File: config.mk
export PLATFORM = sky130hd
export DESIGN_NAME = acc32_stream
export DESIGN_NICKNAME = d
export VERILOG_FILES = /design/src/rtl/acc32_pkg.sv /design/src/rtl/sparse_32bitks.sv /design/src/rtl/acc32_stream.sv
export SDC_FILE = /design/constraint.sdc
export NUM_CORES = 1
export LEC_CHECK = 0
export ABC_CLOCK_PERIOD_IN_PS = 3800
export BUFFER_PORTS_ARGS = -buffer_cell sky130_fd_sc_hd__buf_2
export CAP_MARGIN = 15
export CORE_MARGIN = 1
export CORE_UTILIZATION = 50
export DETAILED_ROUTE_END_ITERATION = 8
export GPL_TIMING_DRIVEN = 1
export PLACE_DENSITY = 0.74
export SKIP_LAST_GASP = 1
export SLEW_MARGIN = 20
export SYNTH_ARGS = -nofsm -noshare
export SYNTH_HDL_FRONTEND = slang
export SYNTH_SLANG_ARGS = --single-unit
File: constraint.sdc
create_clock -name clk -period 3.8 [get_ports clk]
set_clock_uncertainty 0.15 [all_clocks]
set_input_delay 0.38 -clock clk [delete_from_list [all_inputs] [get_ports clk]]
set_output_delay 0.38 -clock clk [all_outputs]
set_load 0.005 [all_outputs]
File: src/rtl/acc32_pkg.sv
`default_nettype none
// ============================================================================
// Module      : acc32_pkg
// Description : Shared types and constants for the acc32_stream reduction engine.
// Revision    : 1.0 - initial release
// ============================================================================
package acc32_pkg;

    localparam int          c_word_w  = 32;
    localparam logic [31:0] c_sat_val = 32'hFFFF_FFFF;

    typedef enum logic [1:0] {
        IDLE = 2'd0,
        ACC  = 2'd1,
        OUT  = 2'd2
    } state_t;

endpackage
`default_nettype wire

File: src/rtl/sparse_32bitks.sv
`default_nettype none
// ============================================================================
// Module      : sparse_32bitks
// Description : 32-bit sparse Kogge-Stone adder (prefix tree every 4 bits,
//               ripple inside each nibble), no carry-in.
// Revision    : 1.0 - initial release
// ============================================================================
module sparse_32bitks
    import acc32_pkg::*;
(
    input  logic [c_word_w-1:0] a,
    input  logic [c_word_w-1:0] b,
    output logic [c_word_w-1:0] sum,
    output logic                cout
);

    logic [31:0] w_g;
    logic [31:0] w_p;
    logic [7:0]  w_g0, w_g1, w_g2, w_g3;
    logic [7:1]  w_p0;
    logic [7:2]  w_p1;
    logic [7:4]  w_p2;

    assign w_g = a & b;
    assign w_p = a ^ b;

    // Nibble-level generate/propagate; nibble 0 never needs P since cin is 0.
    for (genvar k = 0; k < 8; k++) begin : g_blk
        localparam int B = 4 * k;
        assign w_g0[k] = w_g[B+3]
                       | (w_p[B+3] & w_g[B+2])
                       | (w_p[B+3] & w_p[B+2] & w_g[B+1])
                       | (w_p[B+3] & w_p[B+2] & w_p[B+1] & w_g[B]);
        if (k > 0) begin : g_p
            assign w_p0[k] = &w_p[B+3:B];
        end
    end

    for (genvar i = 0; i < 8; i++) begin : g_lvl1
        if (i == 0) begin : g_pass
            assign w_g1[i] = w_g0[i];
        end else begin : g_op
            assign w_g1[i] = w_g0[i] | (w_p0[i] & w_g0[i-1]);
            if (i >= 2) begin : g_p
                assign w_p1[i] = w_p0[i] & w_p0[i-1];
            end
        end
    end

    for (genvar i = 0; i < 8; i++) begin : g_lvl2
        if (i < 2) begin : g_pass
            assign w_g2[i] = w_g1[i];
        end else begin : g_op
            assign w_g2[i] = w_g1[i] | (w_p1[i] & w_g1[i-2]);
            if (i >= 4) begin : g_p
                assign w_p2[i] = w_p1[i] & w_p1[i-2];
            end
        end
    end

    for (genvar i = 0; i < 8; i++) begin : g_lvl3
        if (i < 4) begin : g_pass
            assign w_g3[i] = w_g2[i];
        end else begin : g_op
            assign w_g3[i] = w_g2[i] | (w_p2[i] & w_g2[i-4]);
        end
    end

    // Per-nibble ripple from the prefix carry into that nibble.
    for (genvar k = 0; k < 8; k++) begin : g_sum
        localparam int B = 4 * k;
        logic w_cb, w_c1, w_c2, w_c3;
        if (k == 0) begin : g_c0
            assign w_cb = 1'b0;
        end else begin : g_cn
            assign w_cb = w_g3[k-1];
        end
        assign w_c1 = w_g[B]   | (w_p[B]   & w_cb);
        assign w_c2 = w_g[B+1] | (w_p[B+1] & w_c1);
        assign w_c3 = w_g[B+2] | (w_p[B+2] & w_c2);
        assign sum[B+3:B] = w_p[B+3:B] ^ {w_c3, w_c2, w_c1, w_cb};
    end

    assign cout = w_g3[7];

endmodule
`default_nettype wire

File: src/rtl/acc32_stream.sv
`default_nettype none
// ============================================================================
// Module      : acc32_stream
// Description : Streaming frame accumulator; sums BLOCK_LEN words through the
//               sparse KS adder. Define ACC_SAT_EN for saturating mode.
// Revision    : 1.0 - initial release
// ============================================================================
module acc32_stream
    import acc32_pkg::*;
#(
    parameter int BLOCK_LEN = 8,
    parameter int CNT_W     = 16
) (
    input  logic                clk,
    input  logic                rst_n,
    input  logic                start,
    input  logic [c_word_w-1:0] in_data,
    input  logic                in_valid,
    output logic                in_ready,
    output logic [c_word_w-1:0] out_sum,
    output logic [CNT_W-1:0]    out_carries,
    output logic                out_sat,
    output logic                out_valid,
    input  logic                out_ready,
    output logic                busy
);

    localparam logic [CNT_W-1:0] c_last = CNT_W'(BLOCK_LEN - 1);

    state_t              r_state;
    state_t              w_state_nxt;
    logic                r_in_ready;
    logic                r_out_valid;
    logic                r_busy;
    logic [c_word_w-1:0] r_acc;
    logic [CNT_W-1:0]    r_carries;
    logic [CNT_W-1:0]    r_cnt;
    logic [c_word_w-1:0] w_sum;
    logic                w_cout;
    logic                w_in_hs;
    logic                w_out_hs;
    logic                w_clear;

    sparse_32bitks u_add (
        .a    (r_acc),
        .b    (in_data),
        .sum  (w_sum),
        .cout (w_cout)
    );

    assign w_in_hs  = in_valid & r_in_ready;
    assign w_out_hs = r_out_valid & out_ready;
    assign w_clear  = (r_state == IDLE) & start;

    always_comb begin
        w_state_nxt = r_state;
        case (r_state)
            IDLE:    if (start) w_state_nxt = ACC;
            ACC:     if (w_in_hs && (r_cnt == c_last)) w_state_nxt = OUT;
            OUT:     if (w_out_hs) w_state_nxt = IDLE;
            default: w_state_nxt = IDLE;
        endcase
    end

    // Handshake flags are registered from the next state so they leave flops.
    always_ff @(posedge clk or negedge rst_n) begin
        if (!rst_n) begin
            r_state     <= IDLE;
            r_in_ready  <= 1'b0;
            r_out_valid <= 1'b0;
            r_busy      <= 1'b0;
        end else begin
            r_state     <= w_state_nxt;
            r_in_ready  <= (w_state_nxt == ACC);
            r_out_valid <= (w_state_nxt == OUT);
            r_busy      <= (w_state_nxt != IDLE);
        end
    end

    always_ff @(posedge clk or negedge rst_n) begin
        if (!rst_n) begin
            r_cnt <= '0;
        end else if (w_clear) begin
            r_cnt <= '0;
        end else if (w_in_hs) begin
            r_cnt <= r_cnt + CNT_W'(1);
        end
    end

`ifdef ACC_SAT_EN
    logic r_sat;

    // Once saturated the total is pinned at all-ones for the rest of the frame.
    always_ff @(posedge clk or negedge rst_n) begin
        if (!rst_n) begin
            r_acc     <= '0;
            r_carries <= '0;
            r_sat     <= 1'b0;
        end else if (w_clear) begin
            r_acc     <= '0;
            r_carries <= '0;
            r_sat     <= 1'b0;
        end else if (w_in_hs) begin
            if (w_cout || r_sat) begin
                r_acc <= c_sat_val;
                r_sat <= 1'b1;
            end else begin
                r_acc <= w_sum;
            end
        end
    end

    assign out_sat = r_sat;
`else
    always_ff @(posedge clk or negedge rst_n) begin
        if (!rst_n) begin
            r_acc     <= '0;
            r_carries <= '0;
        end else if (w_clear) begin
            r_acc     <= '0;
            r_carries <= '0;
        end else if (w_in_hs) begin
            r_acc     <= w_sum;
            r_carries <= r_carries + {{(CNT_W-1){1'b0}}, w_cout};
        end
    end

    assign out_sat = 1'b0;
`endif

    assign in_ready    = r_in_ready;
    assign out_valid   = r_out_valid;
    assign busy        = r_busy;
    assign out_sum     = r_acc;
    assign out_carries = r_carries;

endmodule
`default_nettype wire

==> key figures, run 1 <==
Logic synthesis
  – Synthesized area per cell: 9.77 µm²
  – Yosys top cell by area: dfrtp_1
  – Post-synth EDFFs: 0
  – Synth cell count leaders: dfrtp_1 (69), nor2_1 (61), nand2_1 (47)
  – Largest cells by area after synthesis: dfrtp_1 (39%), fa_1 (10%), ha_1 (9.9%)
  – Post-synthesis async set-or-reset flop share: 100%
  – Post-Syn Instances: 454
  – Synthesized flop and latch total: 69
  – Main synth FF type: dfrtp_1
  – YS warnings: 0
  – Mapped Area: ~4400 µm²
  – Sequential area share after synthesis: 38.9%
  – Count leader, synth: dfrtp_1
  – Mapped Nets: 549
  – Number of library cell types mapped by synthesis: 47
  – Post-synth top area share: 38.9%

Die
  – Die ar.: 9250 µm²
  – Row Count: 34
  – Die Ht: 96.2 µm
  – CORE AREA: roughly 8600 µm²
  – Initial cell density of the core: 51.4%
  – I/O Pins: 89
  – Die X: slightly below 100 µm

Detailed routing
  – Wire per inst: 14.3 µm
  – DRT iter0 DRCs: 92
  – Post-route ant nets: 0
  – Drt first pass iters: 4
  – DR DRC count: 0
  – Vias: around 3500
  – Routed wire length: 9300 µm
  – Via density: 5.35

Pwr
  – P_leak: 2.65 nW
  – PwrDens: 716 nW/µm²
  – Total power: around 3.7 mW
  – Maximum vdd drop: ~0.35 mV

Final layout
  – Area delta synth->final: 17.7%
  – Final net count: 633
  – Layout cell share with drive strength beyond 1: between 20% and 30%
  – ANT cells: 0

Clock network
  – Clock buffer depth: 2
  – Worst-path clk slew: around 0.080 ns
  – Clock root buffer: clkbuf_8
  – CTS tree: built
  – Inserted Clock Buffers: 9
  – Clock Latency Late Sink: 0.35 ns
  – Post-CTS Resized: 0
  – H-tree depth: 3
  – Hold-fix buffer count after cts: 0
  – Post-CTS setup buffer count: 0
  – Sink Count: 69

Worst setup path
  – Reg-to-reg critical path startpoint: out_sum[19]
  – Worst Setup SP: out_sum[19]
  – Worst Setup Start Kind: register
  – CP max-delay cell: dfrtp_1
  – CP most frequent cell: fa_1
  – CP Class: register to register
  – Cell count of the worst reg-to-reg path: 13
  – Top fanout value on the critical path: 3
  – CP Capture Type: register
  – Worst path arrival time: 3.46 ns
  – CP max stage delay: just over 0.4 ns
  – CP Data Required Time: 3.85 ns
  – Crit path cell chain: ha_1 > nand2_1 > o21ai_0 > a21oi_1 > nor2_1 > a41oi_2 > or2_1 > fa_1 > fa_1 > inv_1 > fa_1 > nand2_1 > a21oi_1

STA
  – Relative slew slack: about two fifths
  – TNS Setup: 0 ns
  – F_max: 293 MHz
  – Final slew viol count: 0
  – Worst-Margin Slew: around 0.92 ns
  – Fin crit share: 89.8%
  – Minimum clock period: around 3.4 ns
  – RSZ-0062 raised after global routing: false
  – Final hold vios: 0
  – Endpoints failing setup: 0

Placed design
  – Port buffer count: 87
  – Routability cong.: 0.853
  – Dpl hpwl: roughly 6700 µm

GRT
  – First-pass GRT wire length: ~16000 µm
  – Gr ovfl total: 0
  – Initial antenna violation count: 0
  – Total global-route track usage: between 20% and 30%
  – Number of global-route vias before repair: approximately 3500
  – Largest net degree at the start of global routing: 70

Min path
  – Tightest Hold Check Type: input pin to asynchronous set/reset pin

Outcome
  – Status: finished, final reports clean

Flow run
  – Max_cap viols: 0
==> cells in the final DEF (no fill, tap or decap), types with 16 or more instances in the layout <==
cell       n
buf_2     87
a211oi_1  22
dfrtp_1   69
ha_1      35
nor2_1    61
nand2_1   47
fa_1      23
a21oi_1   26
xor2_1    20
xnor2_1   16
inv_1     46
==> worst max-delay path, delay by kind of cell, from the launching register on <==
family | cells | cell delay, ns
and+or+nand+nor | 4 | 0.56
buffers and inverters | 1 | 0.07
DFF | 1 | 0.41
adders and majority gates | 4 | 1.51
AOI/OAI and AO/OA | 4 | 0.57
==> logic make-up (layout without fill, tap and decap cells) <==
| group | count (synthesis) | after routing | synth area share [%] |
|---|---|---|---|
| flops | 69 | 69 | 38.9 |
| compound gates | 73 | 73 | 11.0 |
| xor+xnor | 36 | 36 | 7.11 |
| buf+inv | 63 | 152 | 5.84 |
| fa+ha+maj | 58 | 58 | 20.2 |
| simple gates | 154 | 154 | 16.8 |
| other cells | 1 | 1 | 0.0845 |
==> final timing paths <==
kind,to,slack [ns]
max,out_sum[30],0.39
min,out_sum[14],0.09
max reg2reg,out_sum[30],0.39
min reg2reg,out_carries[15],0.39
max in group asynchronous,out_sum[23],2.80
min in group clk,busy,0.17
==> report_power, final <==
group | switching, mW | internal [mW] | leakage (nW)
logic | 0.923 | 0.794 | 1.64
clock network | 0.302 | 0.507 | 0.134
registers | 0.247 | 0.963 | 0.877
total | 1.47 | 2.26 | 2.65
==> final cells by class <==
| type | instances | area (µm²) |
|---|---|---|
| clock buffer | 9 | 124 |
| clock inverter | 7 | 146 |
| fill | 745 | 3420 |
| inverter | 46 | 173 |
| multi-input combinational | 322 | 2460 |
| sequential | 69 | 1730 |
| tap | 108 | 135 |
| timing repair buffer | 90 | 458 |
==> registers in the layout, indices dropped and copies added, names as in the netlist <==
register,cells
r_cnt,16
out_carries,16
busy,1
r_state,2
out_sum,32
out_valid,1
in_ready,1
==> routing by layer <==
layer	vias up	track usage (%)	wire, µm
li1	1682	-	-
met1	1699	29.3	4190
met3	10	3.48	429
met5	-	0	0
met4	0	7.96	116
met2	90	38.6	4560
==> per-stage QoR <==
step | util (%) | cell area, µm² | hold WS, ns | std cells | setup slack [ns]
after floorplan | - | 4440 | -0.0656 | 454 | 0.669
after global placement | 57.3 | 4950 | 0.352 | 635 | 0.408
after detailed placement | 57.3 | 4950 | 0.370 | 635 | 0.291
after CTS | 60.4 | 5220 | 0.127 | 651 | 0.350
after global routing | 60.4 | 5220 | 0.161 | 651 | 0.117
final | 60.4 | 5220 | 0.0939 | 651 | 0.387
(Power assumes the default switching activity.)
==> run 2: changes to the inputs <==
ABC_CLOCK_PERIOD_IN_PS = 3000   (was 3800)
BUFFER_PORTS_ARGS = -buffer_cell sky130_fd_sc_hd__buf_4   (was -buffer_cell sky130_fd_sc_hd__buf_2)
PLACE_DENSITY = 0.76   (was 0.74)
clock period = 3 ns   (was 3.8 ns; I/O delays follow)
==> run 2 against run 1 <==
  * The run now ends with negative setup slack left
  * Non-clock buffer count up 45
  * Register-to-register slack worse by 0.63 ns
  * Routed wire length up 11%
  * Hold slack worse by 0.0051 ns
  * Power up 47%
  * Sequential share of layout area down 3.9 points
  * Global-route usage up 1.8 points
==> key figures, run 2 (synthesis gave the netlist of run 1 again) <==
Detailed routing
  – Via density: 5.28 (-1.2%)
  – Wire per inst: 14.9 µm (+4.3%)
  – Vias: 3677 (+5.6%)
  – DR DRC count: 0 (unchanged)
  – Routed wire length: 10400 µm (+11%)
  – DRT iter0 DRCs: 187 (+100%)
  – Post-route ant nets: 0 (unchanged)
  – Drt first pass iters: 4 (unchanged)

STA
  – F_max: 308 MHz (+5.3%)
  – Minimum clock period: 3.24 ns (-0.171 ns)
  – Relative slew slack: 40.4% (+1.4 points)
  – Fin worst setup slack: -0.242 ns (-0.629 ns)
  – Hold slack: 0.0889 ns (-0.00506 ns)
  – RSZ-0062 raised after global routing: true
  – Endpoints failing setup: 18 (+18)
  – Worst-Margin Slew: 0.895 ns (-0.0209 ns)
  – Final hold vios: 0 (unchanged)
  – Fin crit share: 108% (+18 points)
  – Final slew viol count: 0 (unchanged)
  – TNS Setup: -2.47 ns (-2.47 ns)

Worst setup path
  – Crit path cell chain: ha_1 > and4_4 > a221oi_4 > o21ai_2 > a41oi_2 > or2_1 > fa_2 > fa_2 > inv_2 > fa_2 > nand2_1 > a21oi_1
  – Worst path arrival time: 3.29 ns (-0.17 ns)
  – Flop2flop setup slack: -0.24 ns (-0.63 ns)
  – Cell count of the worst reg-to-reg path: 12 (-1)
  – CP Data Required Time: 3.05 ns (-0.80 ns)
  – Reg-to-reg critical path startpoint: out_sum[5]
  – CP max-delay cell: fa_2
  – CP max stage delay: 0.41 ns (about the same)
  – CP most frequent cell: fa_2
  – RR Endpoint: out_sum[30]
  – CP Class: register to register
  – Worst Setup Start Kind: register
  – Top fanout value on the critical path: 3 (unchanged)
  – CP Capture Type: register

GRT
  – Total global-route track usage: 24.4% (+1.8 points)
  – Gr ovfl total: 0 (unchanged)
  – Initial antenna violation count: 0 (unchanged)
  – Number of global-route vias before repair: 3703 (+5.4%)
  – Largest net degree at the start of global routing: 70 (unchanged)
  – First-pass GRT wire length: 17000 µm (+6.8%)

Die
  – CORE AREA: 8640 µm² (unchanged)
  – I/O Pins: 89 (unchanged)
  – Die ar.: 9250 µm² (unchanged)
  – Row Count: 34 (unchanged)
  – Initial cell density of the core: 51.4% (unchanged)
  – Die Ht: 96.2 µm (unchanged)
  – Die X: 96.2 µm (unchanged)

Pwr
  – Total power: 5.50 mW (+47%)
  – PwrDens: 930 nW/µm² (+30%)
  – P_leak: 2.93 nW (+10%)
  – Maximum vdd drop: 0.569 mV (+62%)

Clock network
  – Clock Latency Late Sink: 0.35 ns (about the same)
  – Sink Count: 69 (unchanged)
  – CTS tree: built
  – Worst-path clk slew: 0.09 ns (about the same)
  – Inserted Clock Buffers: 9 (unchanged)
  – H-tree depth: 3 (unchanged)
  – Clock buffer depth: 2 (unchanged)
  – Clock root buffer: clkbuf_8

Final layout
  – Layout cell share with drive strength beyond 1: 33.7% (+12 points)
  – Final core occ: 68.5% (+8.0 points)
  – Final net count: 678 (+7.1%)
  – Area delta synth->final: 33.3%
  – Finished Cell Area: 5910 µm² (+13%)
  – Most common cell after layout, fill and taps aside: buf_4
  – ANT cells: 0 (unchanged)
  – Max FFs per register: 32 (unchanged)
  – Fillers: 667 (-10%)
  – Most frequent cells in the layout: buf_4 (134), dfrtp_1 (69), nor2_1 (60)
  – Non-filler instance count after layout: 696 (+6.9%)

Placed design
  – Placed Cells: 676 (+6.5%)
  – Pre-CTS setup slack: -0.312 ns (-0.603 ns)
  – Port buffer count: 87 (unchanged)
  – Placed Area: 5510 µm² (+11%)
  – Routability cong.: 0.856 (+0.35%)
  – Dpl hpwl: 7380 µm (+10%)

Outcome
  – Status: complete, but fails checks
  – Failing checks: negative setup slack

Min path
  – Tightest Hold Check Type: input pin to register
  – Hold Path Sink: busy
  – Hold path depth: 3
  – Min-delay src: start

Flow run
  – Max_cap viols: 0 (unchanged)
[run 2: area by class of cell]
| class | instances | area (µm²) | share of cell area (%) |
|---|---|---|---|
| Clock buffer | 11 | 151 | 2.56 |
| Clock inverter | 5 | 81.3 | 1.38 |
| Inverter | 46 | 173 | 2.92 |
| Multi-Input combinational cell | 322 | 2630 | 44.5 |
| Sequential cell | 69 | 1730 | 29.2 |
| Tap cell | 108 | 135 | 2.29 |
| Timing Repair Buffer | 135 | 1020 | 17.2 |
[run 2: timing repair]
item                                   in CTS  in global routing
setup endpoints to repair                  20                 27
resized for setup                          17                 15
hold buffers                                1                  0
gates cloned                                0                  0
setup buffers                               1                  2
endpoints found under the hold margin      69                  0
pin swaps                                  19                 15
[run 2: worst max-delay path by stage]
stage                  end        start  slack, ns
2_1_floorplan  out_sum[30]   out_sum[1]      -0.07
3_3_place_gp   out_sum[30]   in_data[1]      -0.22
3_5_place_dp   out_sum[19]   in_data[6]      -0.31
4_1_cts        out_sum[30]  out_sum[15]      -0.20
5_1_grt        out_sum[30]   out_sum[3]      -0.41
6_report       out_sum[30]   out_sum[5]      -0.24
[run 2: per-layer routing]
metal  track usage [%]  wire (µm)  share of wire [%]  vias to the layer above
met1              31.0       4710                 45                     1806
met5                 0          0                  0                        -
met2              41.6       5100                 49                       87
li1                  -          -                  -                     1770
met4              9.70        173                1.7                        0
met3              3.87        392                3.8                       14
[run 2: worst max-delay path, delay by kind of cell, from the launching register on]
kind	cells	cell delay (ns)
flops	1	0.40
compound gates	4	0.48
buf+inv	1	0.06
simple gates	3	0.57
fa+ha+maj	4	1.43
[run 2: where the power goes]
part           internal [mW]  switching (mW)  leakage (nW)
sequential              1.22           0.247         0.877
clock                  0.516           0.386         0.116
combinational           1.65            1.48          1.94
==> run 3: changes to the inputs <==
ABC_AREA = 1   (was unset)
CORE_ASPECT_RATIO = 0.75   (was unset)
==> run 3 against run 2 <==
  * The run still ends with negative setup slack left
  * Count of clock-buffer cells in the layout is 1 lower
  * Critical path depth is 1 higher
  * Routed wire length is 37% higher
  * Die area is 12% higher
  * Synthesized area is 12% higher
  * Core utilization is 0.27 points higher
  * Critical path type unchanged
  * Critical endpoint is now out_sum[18]
  * Largest power group unchanged
==> key figures, run 3 <==
Detailed routing
  – Vias: 4808 (+31%)
  – Metal1 wirelength: 6250 µm (+33%)
  – Max layer used: met4
  – DRT iter0 DRCs: 307 (+64%)
  – Routed wire length: 14200 µm (+37%)
  – Met3 wire len: 747 µm (+91%)
  – Metal2 WL: 6870 µm (+35%)
  – Via density: 5.34 (+1.1%)
  – Wire per inst: 15.8 µm (+5.9%)
  – DR DRC count: 0 (unchanged)
  – Post-route ant nets: 0 (unchanged)
  – Drt first pass iters: 5 (+1)

Clock network
  – Clock buffer depth: 2 (unchanged)
  – H-tree depth: 3 (unchanged)
  – Clock root buffer: clkbuf_16
  – Sink Count: 69 (unchanged)
  – Worst-path clk slew: 0.06 ns (-0.03 ns)
  – Inserted Clock Buffers: 9 (unchanged)
  – CTS tree: built
  – Clock Latency Late Sink: 0.34 ns (about the same)

Flow run
  – Max_cap viols: 0 (unchanged)

Logic synthesis
  – Post-synth top area share: 34.7% (-4.2 points)
  – Post-Syn Instances: 633 (+39%)
  – Post-synth EDFFs: 0 (unchanged)
  – Mapped Nets: 728 (+33%)
  – Main synth FF type: dfrtp_1
  – Sequential area share after synthesis: 34.7% (-4.2 points)
  – Count leader, synth: nand2_1
  – Mapped Area: 4970 µm² (+12%)
  – Synthesized flop and latch total: 69 (unchanged)
  – Largest cells by area after synthesis: dfrtp_1 (35%), nand2_1 (10%), fa_1 (9.3%)
  – Synth cell count leaders: nand2_1 (137), inv_1 (112), dfrtp_1 (69)
  – Yosys top cell by area: dfrtp_1
  – Number of library cell types mapped by synthesis: 37 (-21%)
  – Synthesized area per cell: 7.85 µm² (-20%)
  – YS warnings: 0 (unchanged)
  – Post-synthesis async set-or-reset flop share: 100% (unchanged)

STA
  – Minimum clock period: 3.08 ns (-0.161 ns)
  – Fin worst setup slack: -0.0806 ns (+0.161 ns)
  – Worst-Margin Slew: 0.928 ns (+0.0333 ns)
  – Final hold vios: 0 (unchanged)
  – RSZ-0062 raised after global routing: true
  – F_max: 325 MHz (+5.2%)
  – Final slew viol count: 0 (unchanged)
  – Relative slew slack: 38.1% (-2.2 points)
  – Endpoints failing setup: 6 (-12)
  – Fin crit share: 103% (-5.4 points)

Final layout
  – Final core occ: 68.7% (+0.27 points)
  – Area delta synth->final: 33.6%
  – Finished Cell Area: 6640 µm² (+12%)
  – ANT cells: 0 (unchanged)
  – Final net count: 858 (+27%)
  – Most common cell after layout, fill and taps aside: buf_4
  – Most frequent cells in the layout: buf_4 (132), nand2_1 (127), inv_1 (107)
  – Fillers: 748 (+12%)
  – Layout cell share with drive strength beyond 1: 28.9% (-4.8 points)
  – Max FFs per register: 32 (unchanged)

Worst setup path
  – CP max-delay cell: fa_1
  – Worst path arrival time: 3.17 ns (-0.12 ns)
  – CP Data Required Time: 3.09 ns (+0.04 ns)
  – CP max stage delay: 0.47 ns (+0.06 ns)
  – CP Class: register to register
  – Crit path cell chain: ha_4 > nand2_2 > inv_2 > nand3_1 > nand2_1 > buf_4 > a21oi_1 > nand2_1 > inv_2 > fa_2 > fa_2 > fa_1 > o31ai_1
  – Top fanout value on the critical path: 3 (unchanged)
  – CP Capture Type: register
  – Worst Setup Start Kind: register
  – Top delay family on crit path: adder cells
  – Critical path buffer and inverter count: 3 (+2)

Pwr
  – PwrDens: 907 nW/µm² (-2.5%)
  – Maximum vdd drop: 0.483 mV (-15%)
  – P_leak: 3.45 nW (+18%)
  – Power share of the sequential group: 24.9% (-1.8 points)
  – Int Pwr: 3.60 mW (+6.5%)
  – Switching power share of the total: 40.2% (+1.7 points)
  – Combinational cell fraction of total power: 55.7% (-1.2 points)
  – Switching power: 2.42 mW (+14%)
  – Clock power share: 19.5% (+3.1 points)

GRT
  – Number of global-route vias before repair: 4651 (+26%)
  – Gr ovfl total: 0 (unchanged)
  – Initial antenna violation count: 0 (unchanged)
  – Largest net degree at the start of global routing: 70 (unchanged)
  – Total global-route track usage: 28.5% (+4.0 points)
  – First-pass GRT wire length: 22500 µm (+32%)

Placed design
  – Port buffer count: 87 (unchanged)
  – Routability cong.: 0.896 (+4.7%)
  – Dpl hpwl: 9690 µm (+31%)
  – Placed Area: 6020 µm² (+9.3%)

Die
  – Initial cell density of the core: 51.5% (+0.094 points)
  – Die ar.: 10300 µm² (+12%)
  – CORE AREA: 9660 µm² (+12%)
  – Row Count: 31 (-8.8%)
  – Die Ht: 88.4 µm (-8.2%)
  – Die X: 117 µm (+22%)
  – I/O Pins: 89 (unchanged)

Outcome
  – Status: complete, but fails checks
  – Failing checks: negative setup slack

Min path
  – Tightest Hold Check Type: input pin to register
==> run 3: cell count changes in the layout (fill, tap and decap cells not counted), sizes merged, moves of 4 or more <==
cell	change
nand2	+97
inv	+71
nand3	+23
a211oi	-20
o31ai	+20
xnor2	-15
o21ai	+13
xor2	-13
nor2	+10
a21oi	+9
o21bai	+6
a21o	-4
and4	-4
==> run 3: final cells by class <==
class	instances	area, µm²	share of cell area, %
sequential	69	1730	26.0
clock inverter	6	86.3	1.30
tap	132	165	2.49
multi-input combinational	430	2960	44.6
inverter	119	448	6.75
timing repair buffer	134	1010	15.2
clock buffer	10	239	3.60
==> run 3: cell families (layout without fill, tap and decap cells) <==
kind of cell / Yosys count / count (layout) / share of synthesized area [%]
xor+xnor: 8 / 8 / 1.41
flops: 69 / 69 / 34.7
fa+ha+maj: 58 / 58 / 18.1
buf+inv: 134 / 269 / 10.5
other cells: 1 / 1 / 0.0754
simple gates: 273 / 273 / 24.4
compound gates: 90 / 90 / 10.8
==> run 3: final timing paths <==
check                           slack [ns]   startpoint              end  cells past startpoint
max in group asynchronous             1.60        rst_n        r_cnt[11]                      2
worst max register to register       -0.08  out_sum[11]      out_sum[18]                     13
worst min register to register        0.36     r_cnt[9]         r_cnt[9]                      1
worst min-delay path                  0.14    out_ready        out_valid                      3
worst max-delay path                 -0.08  out_sum[11]      out_sum[18]                     13
min in group asynchronous             0.50        rst_n  out_carries[10]                      2
==> run 3: per-stage QoR <==
| stage | std cells | hold WS, ns | TNS, ns | setup WS (ns) | power [mW] |
|---|---|---|---|---|---|
| 2_1_floorplan | 633 | -0.146 | 0 | 0.0778 | 3.07 |
| 3_5_place_dp | 878 | 0.342 | -1.27 | -0.187 | 4.42 |
| 3_3_place_gp | 878 | 0.344 | -0.445 | -0.122 | 4.25 |
| 6_report | 900 | 0.142 | -0.256 | -0.0806 | 6.02 |
| 5_1_grt | 900 | 0.167 | -1.05 | -0.171 | 6.48 |
| 4_1_cts | 898 | 0.133 | -0.0205 | -0.0205 | 5.73 |
==> run 3: what timing repair did <==
action / CTS / global route
hold buffers: 1 / 0
endpoints found under the setup margin: 9 / 15
gates resized for setup: 15 / 38
pin swaps: 12 / 17
setup buffers: 3 / 2
endpoints found under the hold margin: 69 / 0
==> run 3: power by group through the flow <==
stage | Clock [mW] | Sequential (mW) | Combinational (mW)
after CTS | 1.19 | 1.47 | 3.07
after global placement | 0 | 1.45 | 2.80
after global routing | 1.23 | 1.52 | 3.73
after floorplan | 0 | 1.50 | 1.58
after detailed placement | 0 | 1.46 | 2.96
final | 1.17 | 1.50 | 3.35
==> run 3: worst register-to-register path, delay by kind of cell (launching register included) <==
| kind | cells | cell delay (ns) |
|---|---|---|
| adder cells (fa/ha/maj) | 4 | 1.51 |
| flip-flops | 1 | 0.42 |
| AND/OR/NAND/NOR | 4 | 0.36 |
| AO/OA/AOI/OAI | 2 | 0.29 |
| buffers and inverters | 3 | 0.25 |
==> run 3: per-layer routing <==
layer	vias up	track usage (%)
met5	-	0
met1	2337	37.7
li1	2264	-
met2	176	47.5
met4	0	9.44
met3	31	5.27
